File: src/rtl/adc_frame_controller.sv
// Frame controller for NUM_CH parallel serial ADCs sharing one chip-select and SPI clock.
// Captures all channels in lock-step and streams the words out one channel at a time.
module adc_frame_controller #(
  parameter int NUM_CH        = 4,
  parameter int DATA_BITS     = 10,
  parameter int NULL_BITS     = 3,
  parameter int GAP_CYCLES    = 2,
  parameter int PERIOD_CYCLES = 20,
  localparam int CH_W         = (NUM_CH > 1) ? $clog2(NUM_CH) : 1
) (
  input  logic                 clk,
  input  logic                 reset_b,
  input  logic                 enable,
  input  logic                 ovr_clr,
  input  logic [NUM_CH-1:0]    adc_data,
  output logic                 cs,
  output logic                 busy,
  output logic                 out_valid,
  input  logic                 out_ready,
  output logic [DATA_BITS-1:0] out_data,
  output logic [CH_W-1:0]      out_channel,
  output logic                 overrun
);

  localparam int CNT_W = $clog2(PERIOD_CYCLES + 1);

  typedef enum logic [1:0] {
    IDLE  = 2'd0,
    NULLS = 2'd1,
    SHIFT = 2'd2,
    GAP   = 2'd3
  } state_t;

  state_t               state_r, state_s;
  logic [CNT_W-1:0]     cnt_r, cnt_s;
  logic [CNT_W-1:0]     period_cnt_r;
  logic                 start_s;
  logic                 cs_s;
  logic                 shift_en_s;
  logic                 complete_s;

  logic [DATA_BITS-1:0] shreg_r [NUM_CH];
  logic [DATA_BITS-1:0] word_s  [NUM_CH];
  logic [DATA_BITS-1:0] buf_r   [NUM_CH];

  logic                 cs_r;
  logic                 busy_r;
  logic                 out_valid_r;
  logic [DATA_BITS-1:0] out_data_r;
  logic [CH_W-1:0]      out_channel_r;
  logic                 overrun_r;

  logic                 hs_s;
  logic                 last_ch_s;
  logic [CH_W-1:0]      nxt_ch_s;
  logic                 load_s;
  logic                 ovr_set_s;

  assign start_s = (state_r == IDLE) && enable && (period_cnt_r == CNT_W'(0));

  // Sample-period counter; parked at zero while sampling is disabled.
  always_ff @(posedge clk or negedge reset_b) begin
    if (!reset_b) begin
      period_cnt_r <= CNT_W'(0);
    end else if (!enable) begin
      period_cnt_r <= CNT_W'(0);
    end else if (period_cnt_r == CNT_W'(PERIOD_CYCLES - 1)) begin
      period_cnt_r <= CNT_W'(0);
    end else begin
      period_cnt_r <= period_cnt_r + CNT_W'(1);
    end
  end

  // FSM state and in-state clock counter.
  always_ff @(posedge clk or negedge reset_b) begin
    if (!reset_b) begin
      state_r <= IDLE;
      cnt_r   <= CNT_W'(0);
    end else begin
      state_r <= state_s;
      cnt_r   <= cnt_s;
    end
  end

  // Next-state logic: each non-idle state lasts a fixed number of clocks.
  always_comb begin
    state_s = state_r;
    cnt_s   = cnt_r;
    case (state_r)
      IDLE: begin
        if (start_s) begin
          state_s = NULLS;
          cnt_s   = CNT_W'(0);
        end else begin
          state_s = IDLE;
        end
      end
      NULLS: begin
        if (cnt_r == CNT_W'(NULL_BITS - 1)) begin
          state_s = SHIFT;
          cnt_s   = CNT_W'(0);
        end else begin
          cnt_s = cnt_r + CNT_W'(1);
        end
      end
      SHIFT: begin
        if (cnt_r == CNT_W'(DATA_BITS - 1)) begin
          state_s = GAP;
          cnt_s   = CNT_W'(0);
        end else begin
          cnt_s = cnt_r + CNT_W'(1);
        end
      end
      GAP: begin
        if (cnt_r == CNT_W'(GAP_CYCLES - 1)) begin
          state_s = IDLE;
          cnt_s   = CNT_W'(0);
        end else begin
          cnt_s = cnt_r + CNT_W'(1);
        end
      end
      default: begin
        state_s = IDLE;
        cnt_s   = CNT_W'(0);
      end
    endcase
  end

  // FSM outputs; cs follows the next state so it toggles on the same edge as the transition.
  always_comb begin
    cs_s       = 1'b1;
    shift_en_s = 1'b0;
    complete_s = 1'b0;
    case (state_s)
      NULLS, SHIFT: cs_s = 1'b0;
      IDLE, GAP:    cs_s = 1'b1;
      default:      cs_s = 1'b1;
    endcase
    if (state_r == SHIFT) begin
      shift_en_s = 1'b1;
      complete_s = (cnt_r == CNT_W'(DATA_BITS - 1));
    end else begin
      shift_en_s = 1'b0;
      complete_s = 1'b0;
    end
  end

  // Word as it stands after this clock's bit, so completion sees the final LSB.
  always_comb begin
    for (int i = 0; i < NUM_CH; i++) begin
      word_s[i] = {shreg_r[i][DATA_BITS-2:0], adc_data[i]};
    end
  end

  assign hs_s      = out_valid_r & out_ready;
  assign last_ch_s = (out_channel_r == CH_W'(NUM_CH - 1));
  assign nxt_ch_s  = out_channel_r + CH_W'(1);
  assign load_s    = complete_s & (~out_valid_r | (hs_s & last_ch_s));
  assign ovr_set_s = complete_s & ~load_s;

  // Per-channel input shift registers, all clocked together to keep samples aligned.
  always_ff @(posedge clk or negedge reset_b) begin
    if (!reset_b) begin
      for (int i = 0; i < NUM_CH; i++) begin
        shreg_r[i] <= DATA_BITS'(0);
      end
    end else if (shift_en_s) begin
      for (int i = 0; i < NUM_CH; i++) begin
        shreg_r[i] <= word_s[i];
      end
    end else begin
      for (int i = 0; i < NUM_CH; i++) begin
        shreg_r[i] <= shreg_r[i];
      end
    end
  end

  // Output buffer and drain sequencing; a full buffer is never overwritten.
  always_ff @(posedge clk or negedge reset_b) begin
    if (!reset_b) begin
      for (int i = 0; i < NUM_CH; i++) begin
        buf_r[i] <= DATA_BITS'(0);
      end
      out_valid_r   <= 1'b0;
      out_data_r    <= DATA_BITS'(0);
      out_channel_r <= CH_W'(0);
    end else if (load_s) begin
      for (int i = 0; i < NUM_CH; i++) begin
        buf_r[i] <= word_s[i];
      end
      out_valid_r   <= 1'b1;
      out_data_r    <= word_s[0];
      out_channel_r <= CH_W'(0);
    end else if (hs_s) begin
      if (last_ch_s) begin
        out_valid_r <= 1'b0;
      end else begin
        out_channel_r <= nxt_ch_s;
        out_data_r    <= buf_r[nxt_ch_s];
      end
    end else begin
      out_valid_r <= out_valid_r;
    end
  end

  // Chip-select, busy and sticky overrun flag; a new overrun beats a clear.
  always_ff @(posedge clk or negedge reset_b) begin
    if (!reset_b) begin
      cs_r      <= 1'b1;
      busy_r    <= 1'b0;
      overrun_r <= 1'b0;
    end else begin
      cs_r   <= cs_s;
      busy_r <= ~cs_s;
      if (ovr_set_s) begin
        overrun_r <= 1'b1;
      end else if (ovr_clr) begin
        overrun_r <= 1'b0;
      end else begin
        overrun_r <= overrun_r;
      end
    end
  end

  assign cs          = cs_r;
  assign busy        = busy_r;
  assign out_valid   = out_valid_r;
  assign out_data    = out_data_r;
  assign out_channel = out_channel_r;
  assign overrun     = overrun_r;

endmodule

File: config.mk
export PLATFORM = sky130hd
export DESIGN_NAME = adc_frame_controller
export DESIGN_NICKNAME = d
export VERILOG_FILES = /design/src/rtl/adc_frame_controller.sv
export SDC_FILE = /design/constraint.sdc
export NUM_CORES = 1
export LEC_CHECK = 0
export CAP_MARGIN = 30
export CORE_ASPECT_RATIO = 0.8
export CORE_UTILIZATION = 59
export DETAILED_ROUTE_END_ITERATION = 6
export HOLD_SLACK_MARGIN = 0.12
export PLACE_DENSITY = 0.81
export SLEW_MARGIN = 10
export SYNTH_ARGS = -nofsm -noshare
export SYNTH_HDL_FRONTEND = slang
export SYNTH_SLANG_ARGS = --single-unit
File: constraint.sdc
create_clock -name clk -period 2.7 [get_ports clk]
set_clock_uncertainty 0.15 [all_clocks]
set_input_delay 0.54 -clock clk [delete_from_list [all_inputs] [get_ports clk]]
set_output_delay 0.54 -clock clk [all_outputs]
set_load 0.005 [all_outputs]
==> impl_metrics.py <==
metrics = {
    "run_status": {
        "status": "finished, final reports clean",
    },
    "clock_network": {
        "ctsHtreeMaxLevel": 3,
        "cts_tree": "yes",
        "root_buffer": "clkbuf_8",
        "cts_num_sinks": 104,
        "path_clk_slew_ns": 0.10,
        "cts_resized": 0,
        "cts_buffer_depth": 2,
        "postCtsSetupBuffers": 0,
        "worstSkewPairLatency_ns": 0.37,
        "cts_hold_buf": 1,
        "cts_made_buffers": 9,
    },
    "floorplan": {
        "fp-row-count": 27,
        "die_h_um": 79.79,
        "ios": 25,
        "coreArea_um2": 7094,
        "die_w_um": 99.24,
        "die-area_um2": 7918,
        "start_util_pct": 62.91,
    },
    "route": {
        "wire_per_inst_um": 18.21,
        "wirelength_um": 7847,
        "vias": 2581,
        "drc": 0,
        "drt_iter0_markers": 134,
        "viasPerCell": 5.988,
        "drt_pre_antenna_iters": 4,
        "ant_nets": 0,
    },
    "timing": {
        "rsz0062_at_grt": "no",
        "worstMarginPinSlew_ns": 0.6651,
        "hold_ws_ns": 0.3480,
        "max_freq_mhz": 429.1,
        "finalSetupViolCount": 0,
        "maxSlewViolCount": 0,
        "setup_tns_ns": 0,
        "fin_crit_ns": 2.330,
        "maxSlewHeadroom_pct": 55.66,
        "finalHoldViolCount": 0,
        "period_share_pct": 86.31,
    },
    "min_path": {
        "hp-class": "flip-flop to flip-flop",
    },
    "power_and_ir_drop": {
        "p_leak_uw": 0.002207,
        "ir_drop_v": 0.0005711,
        "p_per_area_nw_per_um2": 1198,
    },
    "synth": {
        "yosysTopAreaCell": "dfrtp_1",
        "synth_edf_count": 0,
        "synth.most_common_cell": "dfrtp_1",
        "netlist.area_leader.share_pct": 57.75,
        "ys_seq_elements": 104,
        "synth_area_leaders": "dfrtp_1 58%, mux2_2 19%, mux4_2 5.0%",
        "synthCells": 310,
        "syn_avg_cell_area_um2": 14.40,
        "async_flop_share_pct": 100.0,
        "ys_warn_count": 0,
        "synth-main-ff-cell": "dfrtp_1",
        "ys_seq_area_share_pct": 58.34,
        "netlist_area_um2": 4463,
        "syn-num-nets": 325,
        "netlist_top_cells_count": "103 x dfrtp_1, 74 x mux2_2, 13 x nand2_1",
        "synth_cell_types": 40,
    },
    "placement": {
        "port_buffers": 24,
        "hpwl_um": 5188,
        "place_congestion": 0.7941,
    },
    "worst_setup_path": {
        "start_kind": "flip-flop",
        "crit_family": "simple AND/OR/NAND/NOR gates",
        "slowest_delay_ns": 0.61,
        "path_cells": "or4b_4, a211oi_4, buf_12, mux2_2",
        "cp-end-kind": "flip-flop",
        "crit_fanout": 51,
        "r2r_setup_slack_ns": 0.37,
        "required_ns": 2.80,
        "cp.arrival_ns": 2.43,
        "cpMaxStageDelayCell": "or4b_4",
        "crit_type": "flip-flop to flip-flop",
        "critPathBufInv": 1,
    },
    "final_layout": {
        "syn2layout_area_growth_pct": 12.98,
        "fillers": 463,
        "num-nets-final": 354,
        "final_layout_size_suffix_gt1_share_pct": 32.85,
        "diodes": 0,
    },
    "global_route": {
        "grt_pass1_wl_um": 13590,
        "overflow": 0,
        "grt_start_max_net_pins": 52,
        "grt_usage_pct": 22.95,
        "antenna_found_initial": 0,
        "first_global_vias": 2553,
    },
    "run": {
        "maxCapViolCount": 0,
    },
}
[cells in the final DEF (no fill, tap or decap), drive strengths merged, types with 2 or more instances in the layout]
cell           netlist  layout
nor2b                4       4
nand3                3       3
inv                 11      11
o21ai                8       8
bufinv               0       2
a21oi                2       2
clkdlybuf4s50        0      23
or2                  2       2
dfrtp              103     103
clkinv               0       2
or4                  2       2
ha                   6       6
mux4                10      10
nor2                11      11
buf                  9       9
a221o               10      10
clkbuf               6      11
o22ai                2       2
nand2               13      13
xor2                 2       2
mux2                77      77
and3                11      11
[area by class of cell]
type / count / area (µm²) / area share (%)
clock buffer: 11 / 131.4 / 2.605
clock inverter: 5 / 81.33 / 1.613
inverter: 11 / 41.29 / 0.8189
multi-input combinational: 180 / 1730 / 34.32
sequential: 104 / 2604 / 51.64
tap: 87 / 108.9 / 2.159
timing repair buffer: 33 / 345.3 / 6.849
[routing by layer]
| layer | routed length (µm) | global-route usage (%) |
|---|---|---|
| met1 | 4132 | 34.42 |
| met5 | 0 | 0 |
| met2 | 3324 | 32.64 |
| met3 | 297 | 6.567 |
| met4 | 92 | 6.765 |
[sequential cells by signal, indices dropped and copies added, names as in the netlist]
name / cells
buf_r: 40
busy: 1
cnt_r: 5
cs: 1
out_channel: 2
out_data: 10
out_valid: 1
overrun: 1
period_cnt_r: 5
shreg_r: 36
state_r: 2
[worst reg2reg max path, stage by stage (launching register included)]
cell and delay (ns):
dfrtp_1 0.47, or4b_4 0.61, a211oi_4 0.28, buf_12 0.30, mux2_2 0.40
[where the power goes]
group | leakage, µW | internal [µW] | switching (µW)
Clock | 0.000104 | 523 | 513
Combinational | 0.000823 | 1330 | 811
Sequential | 0.00128 | 2300 | 559
[path summary, 6_finish.rpt]
path | from | end | cells after the start
worst max-delay path | state_r[0]$_DFF_PN0_ | buf_r[26]$_DFFE_PN0P_ | 4
worst min-delay path | buf_r[15]$_DFFE_PN0P_ | buf_r[15]$_DFFE_PN0P_ | 1
worst max register to register | state_r[0]$_DFF_PN0_ | buf_r[26]$_DFFE_PN0P_ | 4
worst min register to register | buf_r[15]$_DFFE_PN0P_ | buf_r[15]$_DFFE_PN0P_ | 1
max in group asynchronous | reset_b | shreg_r[8]$_DFFE_PN0P_ | 3
min in group asynchronous | reset_b | buf_r[31]$_DFFE_PN0P_ | 2
[cell families after synthesis]
kind of cell,after synthesis,synth area share [%]
flops,104,58.34
mux,88,24.70
simple gates,53,6.280
compound gates,30,5.355
buf+inv,26,3.056
fa+ha+maj,6,1.682
xor+xnor,3,0.5888
[per-stage QoR]
| step | utilization [%] | instances | instance area [µm²] | total power (µW) | setup WS (ns) |
|---|---|---|---|---|---|
| floorplan | - | 310 | 4463 | 4274 | 0.5789 |
| global route | 71.08 | 431 | 5042 | 6432 | 0.3120 |
| detailed placement | 67.94 | 414 | 4820 | 5033 | 0.2598 |
| CTS | 71.08 | 431 | 5042 | 6069 | 0.3675 |
| finish | 71.08 | 431 | 5042 | 6039 | 0.3697 |
| global placement | 67.94 | 414 | 4820 | 4905 | 0.3465 |
(Power assumes the default switching activity.)
